`src/rtl/clint_timer.sv`:
```
// Machine timer (mtime/mtimecmp) on a simple sel/we/ack peripheral bus.
// Drives a registered level interrupt when mtime >= mtimecmp.
module clint_timer #(
  parameter int DIV_W  = 16,
  parameter int ADDR_W = 5
) (
  input  logic              clk,
  input  logic              reset_n,
  input  logic              sel,
  input  logic              we,
  input  logic [ADDR_W-1:0] addr,
  input  logic [31:0]       wdata,
  output logic [31:0]       rdata,
  output logic              ack,
  output logic              timer_int
);

  localparam logic [ADDR_W-3:0] OFF_MTIME_LO = 'd0;
  localparam logic [ADDR_W-3:0] OFF_MTIME_HI = 'd1;
  localparam logic [ADDR_W-3:0] OFF_CMP_LO   = 'd2;
  localparam logic [ADDR_W-3:0] OFF_CMP_HI   = 'd3;
  localparam logic [ADDR_W-3:0] OFF_CTRL     = 'd4;

  logic [63:0]      mtime_q, mtime_d;
  logic [63:0]      mtimecmp_q, mtimecmp_d;
  logic             en_q, en_d;
  logic [DIV_W-1:0] div_q, div_d;
  logic [DIV_W-1:0] presc_q, presc_d;
  logic [31:0]      snap_q, snap_d;
  logic [31:0]      rdata_q, rdata_d;
  logic             ack_q, ack_d;
  logic             timer_int_q, timer_int_d;

  logic             accept, wr_en, rd_en, tick;
  logic [ADDR_W-3:0] word;
  logic [31:0]      ctrl_rd;
  logic             unused_addr;

  // Byte lane bits carry no meaning in a word-only register window.
  assign unused_addr = ^addr[1:0];
  assign word        = addr[ADDR_W-1:2];

  always_comb begin
    ctrl_rd              = '0;
    ctrl_rd[0]           = en_q;
    ctrl_rd[16 +: DIV_W] = div_q;
  end

  always_comb begin
    accept = sel && !ack_q;
    wr_en  = accept && we;
    rd_en  = accept && !we;
    // Tick uses the configuration in force before this edge, even on a CTRL write.
    tick   = en_q && (presc_q == div_q);

    mtime_d     = mtime_q;
    mtimecmp_d  = mtimecmp_q;
    en_d        = en_q;
    div_d       = div_q;
    snap_d      = snap_q;
    rdata_d     = '0;
    ack_d       = accept;
    timer_int_d = (mtime_q >= mtimecmp_q);

    if (!en_q || tick) presc_d = '0;
    else               presc_d = presc_q + 1'b1;

    if (tick) mtime_d = mtime_q + 64'd1;

    // A write to either mtime half overrides (and drops) a same-edge increment.
    if (wr_en) begin
      case (word)
        OFF_MTIME_LO: mtime_d = {mtime_q[63:32], wdata};
        OFF_MTIME_HI: mtime_d = {wdata, mtime_q[31:0]};
        OFF_CMP_LO:   mtimecmp_d = {mtimecmp_q[63:32], wdata};
        OFF_CMP_HI:   mtimecmp_d = {wdata, mtimecmp_q[31:0]};
        OFF_CTRL: begin
          en_d    = wdata[0];
          div_d   = wdata[16 +: DIV_W];
          presc_d = '0;
        end
        default: ;
      endcase
    end

    if (rd_en) begin
      case (word)
        OFF_MTIME_LO: begin
          rdata_d = mtime_q[31:0];
          snap_d  = mtime_q[63:32];
        end
        OFF_MTIME_HI: rdata_d = snap_q;
        OFF_CMP_LO:   rdata_d = mtimecmp_q[31:0];
        OFF_CMP_HI:   rdata_d = mtimecmp_q[63:32];
        OFF_CTRL:     rdata_d = ctrl_rd;
        default:      rdata_d = '0;
      endcase
    end
  end

  always_ff @(posedge clk or negedge reset_n) begin
    if (!reset_n) begin
      mtime_q     <= '0;
      mtimecmp_q  <= '1;
      en_q        <= 1'b0;
      div_q       <= '0;
      presc_q     <= '0;
      snap_q      <= '0;
      rdata_q     <= '0;
      ack_q       <= 1'b0;
      timer_int_q <= 1'b0;
    end else begin
      mtime_q     <= mtime_d;
      mtimecmp_q  <= mtimecmp_d;
      en_q        <= en_d;
      div_q       <= div_d;
      presc_q     <= presc_d;
      snap_q      <= snap_d;
      rdata_q     <= rdata_d;
      ack_q       <= ack_d;
      timer_int_q <= timer_int_d;
    end
  end

  assign rdata     = rdata_q;
  assign ack       = ack_q;
  assign timer_int = timer_int_q;

endmodule

```
`config.mk`:
```
export PLATFORM = sky130hd
export DESIGN_NAME = clint_timer
export DESIGN_NICKNAME = d
export VERILOG_FILES = /design/src/rtl/clint_timer.sv
export SDC_FILE = /design/constraint.sdc
export NUM_CORES = 1
export LEC_CHECK = 0
export BUFFER_PORTS_ARGS = -buffer_cell sky130_fd_sc_hd__buf_2
export CORE_UTILIZATION = 45
export CTS_BUF_LIST = sky130_fd_sc_hd__clkbuf_8
export DETAILED_ROUTE_END_ITERATION = 12
export SKIP_CTS_REPAIR_TIMING = 1
export SYNTH_ARGS = -nofsm -noshare
export SYNTH_HDL_FRONTEND = slang
export SYNTH_SLANG_ARGS = --single-unit
```
`constraint.sdc`:
```
create_clock -name clk -period 4.2 [get_ports clk]
set_input_delay 1.05 -clock clk [delete_from_list [all_inputs] [get_ports clk]]
set_output_delay 1.05 -clock clk [all_outputs]
set_load 0.1 [all_outputs]
```
# --- Word-level counts from Yosys, hierarchy flattened ---
# Index checks and enable logic that the tools add are counted.
op_classes:
  reduce_logical: 13
  n_mux: 9
  n_lt_le_gt_ge: 1
  n_eq_ne: 7
  bitwise_logic: 2
  addsub: 2
op_table:
  columns: ["op", "n"]
  rows:
  - ["64-bit one-hot mux with 2 select lines", 2]
  - ["32-bit one-hot mux with 5 select lines", 1]
  - ["64-bit two-way mux", 2]
  - ["64-bit by 1-bit adder with 64-bit output (second input constant)", 1]
  - ["64-bit >= comparator", 1]
  - ["16-bit two-way mux", 3]
  - ["32-bit two-way mux", 1]
  - ["16-bit by 1-bit adder with 16-bit output (second input constant)", 1]
  - ["16-bit == test", 1]
  - ["3-bit by 2-bit == test with 1-bit output (second input constant)", 2]
  - ["3-bit AND reduction", 2]
  - ["1-bit logical AND", 4]
  - ["2-bit inequality test (second input constant)", 2]
  - ["2-bit AND reduction", 2]
  - ["3-bit by 1-bit == test with 1-bit output (second input constant)", 1]
  - ["3-bit == test (second input constant)", 1]
  - ["1-bit zero test", 3]
  - ["3-bit zero test", 1]
  - ["1-bit inverter", 2]
  - ["1-bit logical OR", 1]
word_totals:
  word_cells: 45
  regBits: 227

# --- Depth between registers and ports, before layout ---
depth:
  ltp_word: 6
  mapped_depth: 10
  ltp_nobuf: 8

# --- Least setup slack after synthesis ---
# No wires, ideal clock.
synth_timing:
  kind: "input to register"
  from: "in addr[3]"
  to: "reg mtime_q[17]"
  path_slack_ns: 1.297
  n_path_buf: 5
  cell_stages: 9
  arrival_ns: 2.837
  cell_sequence: "clkbuf_1 > nor4bb_1 > clkbuf_1 > and2_1 > clkbuf_1 > buf_1 > buf_1 > a22oi_1 > nand2_1"
synth_via:
  elab_chain_cells: 3
  word_cells_on_any_way: 5
  cone_classes: "2 x eq/ne; 2 x mux; 1 x reduce/logical"
synth_lines:
  columns: ["element", "line", "source"]
  rows:
  - ["start: declaration", "11", "input logic [ADDR_W-1:0] addr,"]
  - ["3-bit by 1-bit == test with 1-bit output or 3-bit zero test (tied branches)", "72", "case (word)"]
  - ["64-bit one-hot mux with 2 select lines", "72", null]
  - ["64-bit two-way mux", "71", "if (wr_en) begin"]
  - ["end signal: assignment", "113", "mtime_q <= mtime_d;"]
  - ["end: declaration", "24", "logic [63:0] mtime_q, mtime_d;"]
# Several ways; a longest one is shown, not always the timed one.
# A chain may end at the register's enable or synchronous reset.

# --- Worst setup path after layout ---
layout_timing:
  from: "reg presc_q[11]"
  to: "reg mtime_q[60]"
layout_via:
  elab_chain_cells: 5
layout_lines:
  columns: ["element", "line", "source"]
  rows:
  - ["start: declaration", "28", "logic [DIV_W-1:0] presc_q, presc_d;"]
  - ["start signal: assignment", "117", "presc_q <= presc_d;"]
  - ["16-bit == test *", "54", "tick = en_q && (presc_q == div_q);"]
  - ["1-bit logical AND *", "54", null]
  - ["64-bit two-way mux *", "68", "if (tick) mtime_d = mtime_q + 64'd1;"]
  - ["64-bit one-hot mux with 2 select lines", "72", null]
  - ["64-bit two-way mux *", "71", null]
# Every way passes the cells marked *; elsewhere a longest branch is shown, timed or not.

==> results.tsv <==
metric	value	unit
DRT iter0 DRCs	1064	
Syn Area/Cell	9.489	µm²
DRT antenna net count	0	
via count	11260	
status	finished, final reports clean	
Max-slew headroom	22.25	%
Post-synth top flop	dfrtp_1	
Synth Cell Area	13110	µm²
CP max FO	8	
DIE HEIGHT	172.7	µm
Core Area	28700	µm²
first drt pass iteration count	6	
Detail Placement HPWL	28.06	mm
IO Pins	75	
Synth area leaders	dfrtp_1 (31%), dfstp_2 (13%), ha_1 (6.3%), nand2_1 (4.7%), o21ai_0 (4.1%)	
Layout area overhead	12.92	%
max incr delay on CP	0.68	ns
total grt overflow	0	
commonest cells in the netlist	dfrtp_1 (163), nand2_1 (163), o21ai_0 (107)	
worst r2r src	presc_q[11]$_DFF_PN0_	
leakage power	6.493	nW
Die ar.	29830	µm²
Clock Tree Root	clkbuf_8	
Setup Skew	0.03584	ns
unrepaired setup endpoints after global routing	no	
initial cell density of the core	45.69	%
Final Setup Violations	0	
Slew Limit Fails	0	
Hold WC Path Type	reg2reg	
ANT cells	0	
final period utilization	79.27	%
Row Count	62	
CP Launch Point	presc_q[11]$_DFF_PN0_	
cts bufs inserted	43	
f_max	300.4	MHz
Ys Warns	0	
Worst Tran Pin Value	1.150	ns
top-area cell type share of the netlist area	31.10	%
time the worst path needs with I/O delays and setup	3.329	ns
Post-synth ARST share	100.0	%
CP endpoint kind	flip-flop	
largest net degree at the start of global routing	94	
Critical Path RT	4.68	ns
share of cells above drive strength 1	20.79	%
syn_nets	1489	
crit path kind	reg2reg	
Max Root-Sink Buffers	3	
gpl congestion	0.8691	
Seq/Total Area, Yosys	43.93	%
wire length per cell	21.44	µm
worst reg2reg path depth	7	
worst path cell trace	xor2_1 > nor4_2 > nand3_1 > buf_4 > nor3_1 > a311oi_1 > a211oi_1	
Die X-Extent	172.7	µm
Final WS setup	0.8707	ns
hold path depth	2	
Hold Violations, Final	0	
initial antenna violation count	0	
MaxCap Viol Count	0	
HP Start	snap_q[10]$_DFFE_PN0P_	
total track usage	27.13	%
CP max stage cell	nor4_2	
dominant cell type by area after synthesis	dfrtp_1	
Post-Synthesis Cells	1382	
Fill cells	2739	
Fin Setup TNS	0	ns
Arr. time, crit path	3.81	ns
Yosys reg bits	227	
final wirelength	40.10	mm
CTS tree	built	
PortBufs	72	
vias per cell	6.022	
NumNets Final	1558	
vias in the first global route	10840	
Netlist cell types	73	
number of synthesized flops with an enable pin	0	
global-route wire length before repair	63.33	mm
Sink Count	227	
Residual DRC	0	
Clock transition at path regs	0.06	ns
VDD IR max	0.0002454	V
dpl ws	1.027	ns
H-tree levels	2	
Startpoint Class	flip-flop	
Worst-Skew Late Latency	0.57	ns
pwr dens	501.5	nW/µm²
==> cell type report <==
type,count,area (µm²),area share [%]
Clock buffer,53,729.5,4.926
Multi-Input combinational cell,996,6766,45.69
Tap cell,384,480.5,3.245
Clock inverter,27,111.4,0.7520
Sequential cell,227,5761,38.90
Timing Repair Buffer,108,678.2,4.580
Inverter,75,281.5,1.901
==> critical path: cells and delay by family (launching register included) <==
kind	cells	cell delay, ns
buf+inv	1	0.35
simple gates	3	1.84
compound gates	2	0.40
flops	1	0.45
xor+xnor	1	0.20
==> logic make-up after synthesis <==
| logic type | after synthesis | share of synthesized area (%) |
|---|---|---|
| fa+ha+maj | 66 | 6.297 |
| compound gates | 313 | 15.79 |
| xor+xnor | 32 | 2.137 |
| mux | 75 | 7.690 |
| flops | 227 | 43.93 |
| buf+inv | 159 | 4.646 |
| simple gates | 510 | 19.51 |
==> per-layer routing <==
metal / track usage, % / part of all wire, %
met5: 0 / 0
met4: 8.555 / 2.7
met3: 5.057 / 6.9
met2: 41.36 / 45
met1: 39.00 / 46
==> stage by stage <==
step | total power, mW | utilization (%) | hold slack, ns | std cells | area, µm²
2_1_floorplan | 4.615 | - | 0.4452 | 1382 | 13110
3_3_place_gp | 5.264 | 48.66 | 0.4676 | 1790 | 13970
3_5_place_dp | 5.334 | 48.66 | 0.4755 | 1790 | 13970
4_1_cts | 7.464 | 51.59 | 0.4884 | 1870 | 14810
5_1_grt | 7.915 | 51.59 | 0.5157 | 1870 | 14810
6_report | 7.426 | 51.59 | 0.4830 | 1870 | 14810
==> path summary, 6_finish.rpt <==
check | to | slack (ns)
worst max-delay path | mtime_q[60]$_DFFE_PN0P_ | 0.87
worst min-delay path | snap_q[10]$_DFFE_PN0P_ | 0.48
worst max register to register | mtime_q[60]$_DFFE_PN0P_ | 0.87
worst min register to register | snap_q[10]$_DFFE_PN0P_ | 0.48
max in group asynchronous | mtimecmp_q[42]$_DFFE_PN1P_ | 2.68
min in group asynchronous | mtime_q[12]$_DFFE_PN0P_ | 0.54
==> placed cells by master (no fill, tap or decap), types with 4 or more instances in the layout <==
cell type	synthesis	layout
a311oi_1	7	7
nor2b_1	20	19
dfstp_2	64	64
nand3_1	51	51
mux2i_1	13	13
o22ai_1	8	8
and4_1	11	11
mux4_2	16	16
nand2_1	163	162
o21ai_0	107	107
or3_1	4	4
inv_1	75	99
o31ai_1	5	5
o22a_1	19	19
dfrtp_1	163	163
and3_1	23	23
nand4_1	44	44
mux2_2	46	46
clkbuf_8	0	53
a22oi_1	53	53
a211oi_1	13	13
xnor2_1	14	14
o211ai_1	8	8
o311ai_0	5	5
xor2_1	18	18
a31oi_1	7	7
nand2b_1	6	6
a21oi_1	35	35
buf_2	4	71
or4_1	4	4
nor2_1	101	99
and2_1	12	10
a21o_1	10	10
nor3_1	18	18
ha_1	66	66
buf_4	0	33
a211o_1	6	6
nor4_1	33	33
==> sequential cells by signal, indices dropped and copies added, names as in the netlist <==
register    cells
presc_q        16
mtimecmp_q     64
rdata          32
mtime_q        64
snap_q         32
ack             1
timer_int       1
div_q          16
en_q            1
==> report_power, final <==
part           leakage, nW  switching [mW]  internal [mW]  total, mW
sequential            2.73           0.543           2.78       3.32
clock                0.517           0.968           1.14       2.11
combinational         3.25            1.14          0.855       2.00
No activity file was read; power rests on OpenSTA's default activity.
